$ cat src/rtl/stepper_pkg.sv
// Shared types and helpers for the stepper motion controller: FSM states,
// microstep encodings and the quarter-step position weight of one step.
package stepper_pkg;

    typedef enum logic [2:0] {
        ST_IDLE,
        ST_SETUP,
        ST_HIGH,
        ST_LOW,
        ST_FIN
    } state_t;

    localparam logic [3:0] MS_FULL    = 4'd1;
    localparam logic [3:0] MS_HALF    = 4'd2;
    localparam logic [3:0] MS_QUARTER = 4'd4;

    function automatic logic ms_legal(input logic [3:0] ms);
        return (ms == MS_FULL) || (ms == MS_HALF) || (ms == MS_QUARTER);
    endfunction

    // Quarter-steps covered by one step pulse at the given resolution.
    function automatic logic [2:0] pos_step(input logic [3:0] ms);
        case (ms)
            MS_FULL: return 3'd4;
            MS_HALF: return 3'd2;
            default: return 3'd1;
        endcase
    endfunction

endpackage

$ cat src/rtl/step_pulse_timer.sv
// Loadable down-counter shared by the SETUP, HIGH and LOW waits; a load of N
// keeps the terminal-count flag low for N cycles, so the state lasts N+1.
module step_pulse_timer #(
    parameter int W = 16
) (
    input  logic         clk,
    input  logic         rst_n,
    input  logic         load,
    input  logic [W-1:0] load_val,
    output logic         tc
);

    logic [W-1:0] count;

    // NOTE: sequential state uses non-blocking assignments so every register
    // samples the pre-edge values of its neighbours.
    always_ff @(posedge clk or negedge rst_n) begin
        if (!rst_n) begin
            count <= '0;
        end else if (load) begin
            count <= load_val;
        end else if (count != '0) begin
            count <= count - W'(1);
        end
    end

    assign tc = (count == '0);

endmodule

$ cat src/rtl/stepper_motion_controller.sv
// Move sequencer for one A3988 channel: accepts move commands, emits step
// pulses with guaranteed widths and dir setup, tracks position in quarter-steps.
module stepper_motion_controller
    import stepper_pkg::*;
#(
    parameter int STEP_HIGH_CYC = 20,
    parameter int DIR_SETUP_CYC = 4,
    parameter int CNT_W         = 16,
    parameter int POS_W         = 32
) (
    input  logic                    clk,
    input  logic                    rst_n,
    input  logic                    cmd_valid,
    output logic                    cmd_ready,
    input  logic [CNT_W-1:0]        cmd_steps,
    input  logic                    cmd_dir,
    input  logic [3:0]              cmd_microstep,
    input  logic [CNT_W-1:0]        cmd_period,
    input  logic                    abort,
    input  logic                    morph_transition,
    output logic                    step,
    output logic                    dir,
    output logic [3:0]              microstep,
    output logic                    busy,
    output logic                    done,
    output logic                    aborted,
    output logic                    cmd_err,
    output logic signed [POS_W-1:0] position
);

    localparam logic [CNT_W-1:0] HIGH_LOAD       = CNT_W'(STEP_HIGH_CYC - 1);
    localparam logic [CNT_W-1:0] SETUP_LOAD_IDLE = CNT_W'(DIR_SETUP_CYC);
    localparam logic [CNT_W-1:0] SETUP_LOAD_STEP = CNT_W'(DIR_SETUP_CYC - 1);
    localparam logic [CNT_W:0]   MIN_PERIOD      = (CNT_W+1)'(2 * STEP_HIGH_CYC);
    localparam logic [CNT_W:0]   HIGH_CYC_W      = (CNT_W+1)'(STEP_HIGH_CYC);
    localparam logic [CNT_W:0]   MIN_LOW         = (CNT_W+1)'(3);

    state_t           state, next_state;
    logic             tmr_load, tmr_tc;
    logic [CNT_W-1:0] tmr_val;

    logic             dir_l;
    logic [3:0]       ms_l;
    logic [CNT_W-1:0] period_l;
    logic [CNT_W-1:0] remaining;
    logic             align_flag, aligned, abort_pend;
    logic [1:0]       align_cnt;
    logic [1:0]       morph_q;
    logic             morph_sync;

    logic             accept, cmd_legal;
    logic             go_setup, fin_abort, enter_fin;
    logic             setup_dir, need_align, align_fault, need_setup;
    logic [3:0]       setup_ms;
    logic [CNT_W:0]   period_eff, low_raw, low_cyc;
    logic [CNT_W-1:0] low_load;

    assign accept     = cmd_valid & cmd_ready;
    assign cmd_legal  = ms_legal(cmd_microstep);
    assign morph_sync = morph_q[1];

    // The first SETUP of a move decides from the live command, later ones
    // from the latched copy.
    assign setup_dir = (state == ST_IDLE) ? cmd_dir : dir_l;
    assign setup_ms  = (state == ST_IDLE) ? cmd_microstep : ms_l;

    // Moving into quarter mode is always safe; coarser modes need one
    // quarter-step alignment pulse per move unless the channel is at a boundary.
    assign need_align  = (setup_ms != microstep) && (setup_ms != MS_QUARTER) &&
                         !morph_sync && !(aligned && (state != ST_IDLE));
    assign align_fault = need_align && (align_cnt == 2'd3);
    assign need_setup  = (dir != dir_l) || (microstep != ms_l);

    assign period_eff = ({1'b0, period_l} > MIN_PERIOD) ? {1'b0, period_l} : MIN_PERIOD;
    assign low_raw    = period_eff - HIGH_CYC_W;
    assign low_cyc    = (low_raw < MIN_LOW) ? MIN_LOW : low_raw;
    assign low_load   = CNT_W'(low_cyc - (CNT_W+1)'(1));
    assign enter_fin  = (next_state == ST_FIN) && (state != ST_FIN);

    step_pulse_timer #(.W(CNT_W)) u_timer (
        .clk      (clk),
        .rst_n    (rst_n),
        .load     (tmr_load),
        .load_val (tmr_val),
        .tc       (tmr_tc)
    );

    always_ff @(posedge clk or negedge rst_n) begin
        if (!rst_n) state <= ST_IDLE;
        else        state <= next_state;
    end

    // NOTE: every signal written here gets a default first, so no path
    // leaves one unassigned and no latch is inferred.
    always_comb begin
        next_state = state;
        go_setup   = 1'b0;
        fin_abort  = 1'b0;
        tmr_load   = 1'b0;
        tmr_val    = '0;
        case (state)
            ST_IDLE: begin
                if (accept && cmd_legal) begin
                    if (cmd_steps == '0) next_state = ST_FIN;
                    else                 go_setup   = 1'b1;
                end
            end
            ST_SETUP: begin
                if (abort) begin
                    next_state = ST_FIN;
                    fin_abort  = 1'b1;
                end else if (tmr_tc) begin
                    next_state = ST_HIGH;
                    tmr_load   = 1'b1;
                    tmr_val    = HIGH_LOAD;
                end
            end
            ST_HIGH: begin
                // A pulse always runs its full width; abort is honoured after.
                if (tmr_tc) begin
                    if (abort || abort_pend) begin
                        next_state = ST_FIN;
                        fin_abort  = 1'b1;
                    end else begin
                        next_state = ST_LOW;
                        tmr_load   = 1'b1;
                        tmr_val    = low_load;
                    end
                end
            end
            ST_LOW: begin
                if (abort) begin
                    next_state = ST_FIN;
                    fin_abort  = 1'b1;
                end else if (tmr_tc) begin
                    if (align_flag)                     go_setup   = 1'b1;
                    else if (remaining == CNT_W'(1))    next_state = ST_FIN;
                    else if (need_setup)                go_setup   = 1'b1;
                    else begin
                        next_state = ST_HIGH;
                        tmr_load   = 1'b1;
                        tmr_val    = HIGH_LOAD;
                    end
                end
            end
            ST_FIN:  next_state = ST_IDLE;
            default: next_state = ST_IDLE;
        endcase

        if (go_setup) begin
            if (align_fault) begin
                next_state = ST_FIN;
                fin_abort  = 1'b1;
            end else begin
                next_state = ST_SETUP;
                tmr_load   = 1'b1;
                tmr_val    = (state == ST_IDLE) ? SETUP_LOAD_IDLE : SETUP_LOAD_STEP;
            end
        end
    end

    always_ff @(posedge clk or negedge rst_n) begin
        if (!rst_n) begin
            morph_q <= 2'b00;
        end else begin
            morph_q <= {morph_q[0], morph_transition};
        end
    end

    always_ff @(posedge clk or negedge rst_n) begin
        if (!rst_n) begin
            cmd_ready  <= 1'b1;
            busy       <= 1'b0;
            step       <= 1'b0;
            dir        <= 1'b0;
            microstep  <= MS_FULL;
            done       <= 1'b0;
            aborted    <= 1'b0;
            cmd_err    <= 1'b0;
            position   <= '0;
            dir_l      <= 1'b0;
            ms_l       <= MS_FULL;
            period_l   <= '0;
            remaining  <= '0;
            align_flag <= 1'b0;
            aligned    <= 1'b0;
            abort_pend <= 1'b0;
            align_cnt  <= 2'd0;
        end else begin
            cmd_ready <= (next_state == ST_IDLE);
            busy      <= (next_state != ST_IDLE);
            step      <= (next_state == ST_HIGH);
            done      <= enter_fin;
            aborted   <= enter_fin && fin_abort;
            cmd_err   <= accept && !cmd_legal;

            if (accept && cmd_legal) begin
                dir_l      <= cmd_dir;
                ms_l       <= cmd_microstep;
                period_l   <= cmd_period;
                remaining  <= cmd_steps;
                aligned    <= 1'b0;
                align_flag <= 1'b0;
                abort_pend <= 1'b0;
            end

            if ((state == ST_HIGH) && abort) abort_pend <= 1'b1;

            if ((state == ST_LOW) && tmr_tc && !abort) begin
                if (align_flag) align_flag <= 1'b0;
                else            remaining  <= remaining - CNT_W'(1);
            end

            // Consecutive alignment attempts count until the channel reports a boundary.
            if (morph_sync) align_cnt <= 2'd0;

            if ((next_state == ST_SETUP) && (state != ST_SETUP)) begin
                dir <= setup_dir;
                if (need_align) begin
                    microstep  <= MS_QUARTER;
                    align_flag <= 1'b1;
                    aligned    <= 1'b1;
                    align_cnt  <= align_cnt + 2'd1;
                end else begin
                    microstep  <= setup_ms;
                end
            end

            if ((next_state == ST_HIGH) && (state != ST_HIGH)) begin
                if (dir) position <= position + POS_W'(pos_step(microstep));
                else     position <= position - POS_W'(pos_step(microstep));
            end
        end
    end

endmodule
$ cat config.mk
export PLATFORM = sky130hd
export DESIGN_NAME = stepper_motion_controller
export DESIGN_NICKNAME = d
export VERILOG_FILES = /design/src/rtl/stepper_pkg.sv /design/src/rtl/step_pulse_timer.sv /design/src/rtl/stepper_motion_controller.sv
export SDC_FILE = /design/constraint.sdc
export NUM_CORES = 1
export LEC_CHECK = 0
export BUFFER_PORTS_ARGS = -buffer_cell sky130_fd_sc_hd__buf_2
export CORE_MARGIN = 2
export CORE_UTILIZATION = 45
export DETAILED_ROUTE_END_ITERATION = 8
export SLEW_MARGIN = 15
export SYNTH_ARGS = -nofsm -noshare
export SYNTH_HDL_FRONTEND = slang
export SYNTH_SLANG_ARGS = --single-unit
$ cat constraint.sdc
create_clock -name clk -period 5.6 [get_ports clk]
set_input_delay 0 -clock clk [delete_from_list [all_inputs] [get_ports clk]]
set_output_delay 0 -clock clk [all_outputs]
set_load 0.05 [all_outputs]
After elaboration in Yosys (flattened, before gate mapping)
Cells that the tools add are included.
- bits of input ports: 42
- register bits after elaboration: 106
- logic and storage cells: 164
- output and inout bits: 43
- add/sub/neg operators: 7
- bitwise gates (word level): 1
- reduce and logical (&&, ||, !) cells: 32
- mux-type cells: 82
- $lt $le $gt $ge: 2
- eq/ne operators: 20
- operator list (kind ; count):
    $mux W16 ; 11
    $mux W3 ; 18
    $pmux W16 S3 ; 1
    $sub A16 B1 Y16 const B ; 3
    $mux W5 ; 7
    $mux W1 ; 34
    $add A32 B3 Y32 ; 1
    $logic_not A16 Y1 ; 2
    $mux W32 ; 1
    $sub A32 B3 Y32 ; 1
    $lt A17 B2 Y1 const B ; 1
    $sub A16 B5 Y17 const B ; 1
    $eq A16 B1 Y1 const B ; 1
    $gt A16 B6 Y1 const B ; 1
    $reduce_bool A16 Y1 ; 1
    $logic_and A1 B1 Y1 ; 14
    $pmux W3 S4 ; 1
    $eq A3 B2 Y1 const B ; 3
    $eq A4 B1 Y1 const B ; 2
    $eq A4 B2 Y1 const B ; 2
    $mux W4 ; 2
    $ne A4 B4 Y1 ; 2
    $eq A3 B1 Y1 const B ; 2
    $logic_not A3 Y1 ; 2
    19 further kinds ; 30

Depth between registers and ports, before layout
Gate-level depths: netlist of run 1.
- depth in word-level cells: 14
- gate-level depth with buffers: 19
- depth with buffers taken out: 18

Cells and area by module
Synthesis of run 1 repeated with hierarchy kept, for this count alone.
- cells, all modules: 776
- area total of the unflattened synthesis: 7095.6 sq um
- by module, submodules not included (module ; instances ; sequential area each (sq um) ; area each (sq um) ; cells each):
    stepper_motion_controller ; 1 ; 2255.9 ; 6089.6 ; 672
    step_pulse_timer ; 1 ; 400.4 ; 1006.0 ; 104

Least setup slack after synthesis of run 1
No wires, ideal clock.
- kind: register to register
- from: reg period_l[6]
- to: reg u_timer.count[14]
- data arrival time: 4182 ps
- path slack: 1292 ps
- data required time: 5473 ps
- setup time: 127 ps
- period minus slack after synthesis: 4308 ps
- stages on the path, launching flop included: 19
- path buffers: 1
- path through: dfrtp_1 clkbuf_1 nor4_2 and4b_1 o21ai_0 nand2_1 ha_1 nor2b_1 nor2_1 a21oi_1 o21ai_1 a21oi_1 and2_1 a21oi_1 ha_1 or4b_1 a2111oi_2 mux2i_1 a211oi_2
- cells in the longest elaborated chain, start to end: 12
- ends and longest elaborated chain (item ; RTL line ; RTL):
    start: declaration ; stepper_motion_controller.sv:44 ; logic [CNT_W-1:0] period_l;
    start signal: assignment ; stepper_motion_controller.sv:200 ; period_l <= cmd_period;
    $gt A16 B6 Y1 ; stepper_motion_controller.sv:74 ; assign period_eff = ({1'b0, period_l} > MIN_PERIOD) ? {1'b0, period_l} : MIN_PERIOD;
    $mux W16 * ; stepper_motion_controller.sv:74 ;
    $sub A16 B5 Y17 * ; stepper_motion_controller.sv:75 ; assign low_raw = period_eff - HIGH_CYC_W;
    $lt A17 B2 Y1 ; stepper_motion_controller.sv:76 ; assign low_cyc = (low_raw < MIN_LOW) ? MIN_LOW : low_raw;
    $mux W16 * ; stepper_motion_controller.sv:76 ;
    $sub A16 B1 Y16 * ; stepper_motion_controller.sv:77 ; assign low_load = CNT_W'(low_cyc - (CNT_W+1)'(1));
    $mux W16 * ; stepper_motion_controller.sv:121 ; if (abort || abort_pend) begin
    $mux W16 * ; stepper_motion_controller.sv:120 ; if (tmr_tc) begin
    $pmux W16 S3 * ; stepper_motion_controller.sv:101 ; case (state)
    $mux W16 ; stepper_motion_controller.sv:151 ; if (align_fault) begin
    $mux W16 * ; stepper_motion_controller.sv:150 ; if (go_setup) begin
    $mux W16 * ; step_pulse_timer.sv:20 ; end else if (load) begin
    end signal: assignment ; step_pulse_timer.sv:21 ; count <= load_val;
    end signal: assignment ; step_pulse_timer.sv:23 ; count <= count - W'(1);
    end: declaration ; step_pulse_timer.sv:13 ; logic [W-1:0] count;
Every way passes the cells marked *; elsewhere a longest branch is shown, timed or not.
A chain may end at the register's enable or synchronous reset.

Worst setup path after layout of run 1
- from: reg period_l[8]
- to: reg u_timer.count[12]
Same word-level chain as after synthesis.

==> impl_results.md, run 1 <==
- Status: completed
- Worst-margin pin slew: 853 ps
- Max-slew violation count: 0
- Power density cells: 502 nW/um2
- First-pass GRT wire length: 32500 um
- # fillers: 1592
- Crit share post-route: 89.2%
- CTS buffer count: 9
- Synth top area cells: dfrtp_1 34%, nand2_1 7.3%, ha_1 6.1%
- Die extent in x: 134 um
- Switching Fraction: 48.7%
- Top_reg_cell synth: dfrtp_1
- Relative slew margins: 42.9%
- H-tree level count: 3
- Switching power: 2.17 mW
- Worst-Skew Late Latency: 360 ps
- Dpl cells: 1184
- CP Data Required Time: 5880 ps
- Worst path most repeated cell: a21oi_1
- Largest area contributor in the netlist: dfrtp_1
- RSZ-0062 raised after global routing: false
- WHS: 62.9 ps
- Max clock buf depth: 2
- Die area: 17900 um2
- Nets: 1094
- Post-DP HPWL: 13800 um
- Area of the core: 16500 um2
- Post-synthesis sequential area ratio: 35.1%
- Largest net degree at the start of global routing: 62
- Chip height: 134 um
- Mean post-synth cell area: 8.30 um2
- CTS tree: built
- DRT Wirelength: 19200 um
- Number of synthesized register bits: 106
- Remaining DRCs: 0
- Ys async rst share: 100%
- CP max stage cell: or4b_1
- CTS Sinks: 106
- Worst Path Arrival: 5270 ps
- VDD IR-drop max: 0.227 mV
- DR WL/cell: 15.5 um
- Post-synth top cells: 148 x nand2_1, 103 x dfrtp_1, 75 x o21ai_0, 67 x nor2_1, 61 x a21oi_1
- Min-Delay Path Class: primary input to flip-flop
- Max Clk Rate: 200 MHz
- Most common cell in the netlist: nand2_1
- Final hold vios: 0
- Yosys warns: 0
- Mapped Cells: 913
- Startpoint Class: flip-flop
- Vias in the first global route: 6476
- # diodes: 0
- ANT nets after route: 0
- Global Route Usage Sum: 22.3%
- Part of the power in combinational logic: 54.4%
- Area share of the largest cell type after synthesis: 34.0%
- Layout Cells excl Fill: 1239
- Avg Vias per Cell: 5.60
- Flop2flop setup slack: 610 ps
- Lkg Pwr: 3.99 nW
- Fraction of layout cells with a size suffix above 1: 13.6%
- GP Congestion: 0.882
- Crit path time final: 4990 ps
- Cell area after layout: 8880 um2
- DRT iter0 DRCs: 435
- Number of synthesized flops with an enable pin: 0
- PortBufs: 84
- Synth Net Count: 993
- # setup viols final: 0
- Initial antenna violation count: 0
- CTS root buffer: clkbuf_16
- Placed inst area: 8160 um2
- First-pass detailed-route iteration total: 5
- Vias post-DR: 6941
- Crit. End Element: flip-flop
- Synth Cell Area: 7580 um2
- CP peak stage delay: 520 ps
- Initial core utilization: 45.9%
- FF-to-FF path depth: 18
- Setup_tns: 0 ps
- Max-cap viol count: 0
- Sequential group share of total power: 30.0%
- Crit path kind: flip-flop to flip-flop
- Row count: 47
- Post-layout util: 53.7%
- Post-synth cell types: 79
- WHS Path Cells: 4
- Grt ovf: 0
- # IOs: 85
- CP max FO: 8
- Worst-path cell chain: nor4_2 > and4b_1 > o21ai_0 > nand2_1 > ha_1 > nor2b_1 > nor2_2 > a21oi_1 > o21ai_1 > a21oi_1 > and2_1 > a21oi_1 > ha_1 > or4b_1 > a2111oi_1 > xnor2_1 > nand2b_1 > a21oi_1
- CTS clk-pin slew, worst paths: 80 ps
- Clock power share: 15.7%
- Clock skew: 12.7 ps
- Layout area overhead: 17.2%
- P_int: 2.29 mW
state kept, by name, indices dropped and copies added, names as in the netlist, 2 cells and up:
signal,flops
state,3
remaining,16
microstep,4
period_l,16
u_timer.count,16
align_cnt,2
position,32
ms_l,4
morph_q,2
per-layer routing:
layer | wire length [um] | part of all wire, % | track usage [%]
met1 | 9390 | 49 | 31.4
met2 | 8860 | 46 | 35.7
met3 | 611 | 3.2 | 3.73
met4 | 350 | 1.8 | 5.97
met5 | 0 | 0 | 0
cells by family after synthesis:
group	share of synthesized area (%)
adders and majority gates	6.37
muxes	2.26
DFF	35.1
AOI/OAI and AO/OA	20.9
xor gates and xnor gates	7.51
buffers and inverters	3.39
and+or+nand+nor	24.5
timing repair:
| action | CTS | global route |
|---|---|---|
| setup endpoints to repair | 0 | 2 |
| hold endpoints to repair | 82 | 0 |
| buffers inserted | 0 | 0 |
| gates resized for setup | 0 | 1 |
| hold buffers | 39 | 0 |
worst paths after layout:
path,startpoint,to
worst max-delay path,period_l[8],u_timer.count[12]
min in group asynchronous,rst_n,period_l[15]
worst min register to register,morph_q[0],morph_q[1]
worst min-delay path,cmd_steps[2],remaining[2]
max in group asynchronous,rst_n,position[7]
worst max register to register,period_l[8],u_timer.count[12]
cell usage in the layout (no fill, tap or decap), types with 12 or more instances in the layout:
| master | count |
|---|---|
| inv_1 | 26 |
| dfrtp_1 | 103 |
| xnor2_1 | 31 |
| xor2_1 | 34 |
| dlygate4sd3_1 | 39 |
| ha_1 | 37 |
| a21oi_1 | 61 |
| buf_2 | 83 |
| nand3_1 | 30 |
| or3_1 | 12 |
| o21ai_0 | 75 |
| nor3_1 | 23 |
| nor2_1 | 65 |
| nor4_1 | 15 |
| nand2_1 | 148 |
through the flow:
stage / worst slack [ps] / power (mW)
2_1_floorplan: 1290 / 3.21
3_3_place_gp: 704 / 3.74
3_5_place_dp: 591 / 3.75
4_1_cts: 525 / 4.49
5_1_grt: 90.0 / 4.85
6_report: 607 / 4.46
power by group through the flow:
stage,registers [mW],clock network [mW],logic (mW)
2_1_floorplan,1.61,0,1.60
3_3_place_gp,1.34,0,2.39
3_5_place_dp,1.35,0,2.40
4_1_cts,1.34,0.719,2.44
5_1_grt,1.39,0.747,2.72
6_report,1.34,0.699,2.43
area by class of cell:
cell class	count	area, um2	share of cell area, %
Clock inverter	6	76.3	0.860
Timing Repair Buffer	129	858	9.67
Clock buffer	10	239	2.69
Tap cell	220	275	3.10
Inverter	26	97.6	1.10
Multi-Input combinational cell	742	4670	52.7
Sequential cell	106	2660	29.9
worst max-delay path, delay by kind of cell (launching register included):
kind | cells | cell delay [ps]
AOI/OAI and AO/OA | 7 | 1530
xor gates and xnor gates | 1 | 180
adders and majority gates | 2 | 530
DFF | 1 | 460
and+or+nand+nor | 8 | 2220
Power figures use the tool's default switching activity.
==> run 2, diff against run 1 <==
- BUFFER_PORTS_ARGS: -buffer_cell sky130_fd_sc_hd__buf_2 -> unset
- DONT_BUFFER_PORTS: unset -> 1
==> run 2 against run 1 <==
- worst setup slack got worse by 7.3 ps
- clock skew barely moved
- cell count fell by 6.4%
- critical path depth did not move
- combinational power fell by 20%
- non-clock buffer count fell by 79
- power fell by 3.8%
- highest routed layer unchanged
==> impl_results.md, run 2 (synthesized netlist as in run 1, its figures left out) <==
- Crit path time final: 5000 ps (was 4990 ps)
- CP max FO: 8 (unchanged)
- Leading cell type in the layout, fill and taps excluded: nand2_1 (unchanged)
- Min-Delay Path Class: primary input to flip-flop (unchanged)
- Power density cells: 506 nW/um2 (was 502 nW/um2)
- Crit share post-route: 89.3% (was 89.2%)
- CTS buffer count: 9 (unchanged)
- CTS Sinks: 106 (unchanged)
- DR WL/cell: 16.3 um (was 15.5 um)
- FF-to-FF path depth: 18 (unchanged)
- Family with the most delay on the worst path: simple AND/OR/NAND/NOR gates (unchanged)
- Hold EP: cmd_err (was remaining[2])
- WHS Path Cells: 3 (was 4)
- Layout Cells excl Fill: 1160 (was 1239)
- RSZ-0062 raised after global routing: false (unchanged)
- # setup viols final: 0 (unchanged)
- Status: completed (unchanged)
- Hold Path Origin: cmd_microstep[3] (was cmd_steps[2])
- CP Data Required Time: 5880 ps (about the same)
- R2r endpoint: u_timer.count[12] (unchanged)
- Startpoint Class: flip-flop (unchanged)
- Largest net degree at the start of global routing: 107 (was 62)
- CP max stage cell: or4b_1 (unchanged)
- PortBufs: 0 (was 84)
- Total power: 4.29 mW (was 4.46 mW)
- DRT Wirelength: 18900 um (was 19200 um)
- Nets: 1015 (was 1094)
- Initial core utilization: 45.9% (unchanged)
- Flop2flop setup slack: 600 ps (was 610 ps)
- Max-slew violation count: 0 (unchanged)
- Avg Vias per Cell: 5.74 (was 5.60)
- Reg with most FFs: position (unchanged)
- CTS clk-pin slew, worst paths: 80 ps (about the same)
- CP peak stage delay: 520 ps (about the same)
- Remaining DRCs: 0 (unchanged)
- Final hold vios: 0 (unchanged)
- Row count: 47 (unchanged)
- # diodes: 0 (unchanged)
- Vias post-DR: 6653 (was 6941)
- Clock skew: 13.1 ps (was 12.7 ps)
- Initial antenna violation count: 0 (unchanged)
- # fillers: 1615 (was 1592)
- CTS root buffer: clkbuf_16 (unchanged)
- Area of the core: 16500 um2 (unchanged)
- Worst-margin pin slew: 818 ps (was 853 ps)
- Die area: 17900 um2 (unchanged)
- Commonest non-fill, non-tap cells in the layout: 148 x nand2_1, 103 x dfrtp_1, 75 x o21ai_0 (was 148 x nand2_1, 103 x dfrtp_1, 83 x buf_2)
- Post-DP HPWL: 13300 um (was 13800 um)
- Setup Fix Bufs, Post-CTS: 0 (unchanged)
- First-pass GRT wire length: 32300 um (was 32500 um)
- Chip height: 134 um (unchanged)
- DRT iter0 DRCs: 447 (was 435)
- Die extent in x: 134 um (unchanged)
- Worst-path cell chain: nor4_2 > and4b_1 > o21ai_0 > nand2_1 > ha_1 > nor2b_1 > nor2_2 > a21oi_1 > o21ai_1 > a21oi_1 > and2_1 > a21oi_1 > ha_1 > or4b_1 > a2111oi_1 > xnor2_1 > nand2b_1 > a21oi_1 (unchanged)
- ANT nets after route: 0 (unchanged)
- Max clock buf depth: 2 (unchanged)
- Fraction of layout cells with a size suffix above 1: 5.96% (was 13.6%)
- Worst-Skew Late Latency: 360 ps (about the same)
- Dpl cells: 1101 (was 1184)
- Cell area after layout: 8480 um2 (was 8880 um2)
- Grt ovf: 0 (unchanged)
- Max FFs per register: 32 (unchanged)
- Placed inst area: 7750 um2 (was 8160 um2)
- CTS tree: built (unchanged)
- First-pass detailed-route iteration total: 5 (unchanged)
- # IOs: 85 (unchanged)
- Crit path kind: flip-flop to flip-flop (unchanged)
- Buf/Inv on CP: 0 (unchanged)
- R2R Path Start: period_l[8] (unchanged)
- Lkg Pwr: 3.60 nW (was 3.99 nW)
- Setup_tns: 0 ps (unchanged)
- GP Congestion: 0.862 (was 0.882)
- Vias in the first global route: 6396 (was 6476)
- Layout area overhead: 11.9% (was 17.2%)
- Crit. End Element: flip-flop (unchanged)
- Worst Path Arrival: 5280 ps (was 5270 ps)
- Max Clk Rate: 200 MHz (about the same)
- VDD IR-drop max: 0.212 mV (was 0.227 mV)
- Max-cap viol count: 0 (unchanged)
- Relative slew margins: 45.3% (was 42.9%)
- H-tree level count: 3 (unchanged)
- Global Route Usage Sum: 22.1% (was 22.3%)
- Worst path most repeated cell: a21oi_1 (unchanged)
==> run 2: changes by cell type in the layout (fill, tap and decap cells not counted), sizes merged <==
| cell | delta |
|---|---|
| dlygate4sd3 | +3 |
| clkinv | +1 |
| clkinvlp | +3 |
| inv | -3 |
| bufinv | -1 |
| buf | -82 |
==> run 2: layout make-up <==
type / count / area, um2 / share of cell area (%)
Clock buffer: 10 / 229 / 2.70
Inverter: 26 / 97.6 / 1.15
Multi-Input combinational cell: 742 / 4670 / 55.1
Tap cell: 220 / 275 / 3.25
Sequential cell: 106 / 2660 / 31.3
Timing Repair Buffer: 50 / 500 / 5.90
Clock inverter: 6 / 51.3 / 0.605
==> run 2: stage by stage <==
step,hold WS [ps],utilization [%],worst slack (ps)
after floorplan,-296,-,1290
after global placement,-292,46.9,678
after detailed placement,-291,46.9,600
after CTS,0.0997,51.3,567
after global routing,51.5,51.3,88.8
final,6.80,51.3,600
==> run 2: worst max-delay path by stage <==
stage                             from                end  slack (ps)  cells after the start
after CTS                  period_l[9]  u_timer.count[12]         570                     18
after global placement     period_l[8]  u_timer.count[12]         680                     18
after floorplan            period_l[6]  u_timer.count[14]        1290                     18
after global routing      period_l[13]  u_timer.count[12]          90                     18
after detailed placement   period_l[9]  u_timer.count[12]         600                     18
final                      period_l[8]  u_timer.count[12]         600                     18
==> run 2: power breakdown <==
part	total, mW	internal, mW	switching [mW]	leakage [nW]
Sequential	1.72	1.02	0.705	1.37
Clock	0.627	0.308	0.319	0.127
Combinational	1.94	0.818	1.12	2.11
==> run 2: layer usage <==
metal | part of all wire, % | GRT usage, % | vias to the layer above | routed length [um]
li1 | - | - | 3342 | -
met1 | 48 | 31.3 | 3150 | 9010
met2 | 46 | 34.9 | 137 | 8700
met3 | 4.4 | 3.08 | 24 | 833
met4 | 1.9 | 7.39 | 0 | 359
met5 | 0 | 0 | - | 0
==> run 2: timing repair <==
action / CTS / global route
hold buffers: 43 / 0
endpoints found under the setup margin: 0 / 1
gates resized for setup: 0 / 1
endpoints found under the hold margin: 149 / 0
==> run 2: worst reg2reg max path, stage by stage (launching register included) <==
cell       delay [ps]
dfrtp_1           460
nor4_2            420
and4b_1           350
o21ai_0           250
nand2_1           200
ha_1              300
nor2b_1           130
nor2_2            280
a21oi_1           110
o21ai_1           230
a21oi_1           260
and2_1            230
a21oi_1           130
ha_1              250
or4b_1            520
a2111oi_1         400
xnor2_1           170
nand2b_1           70
a21oi_1           140
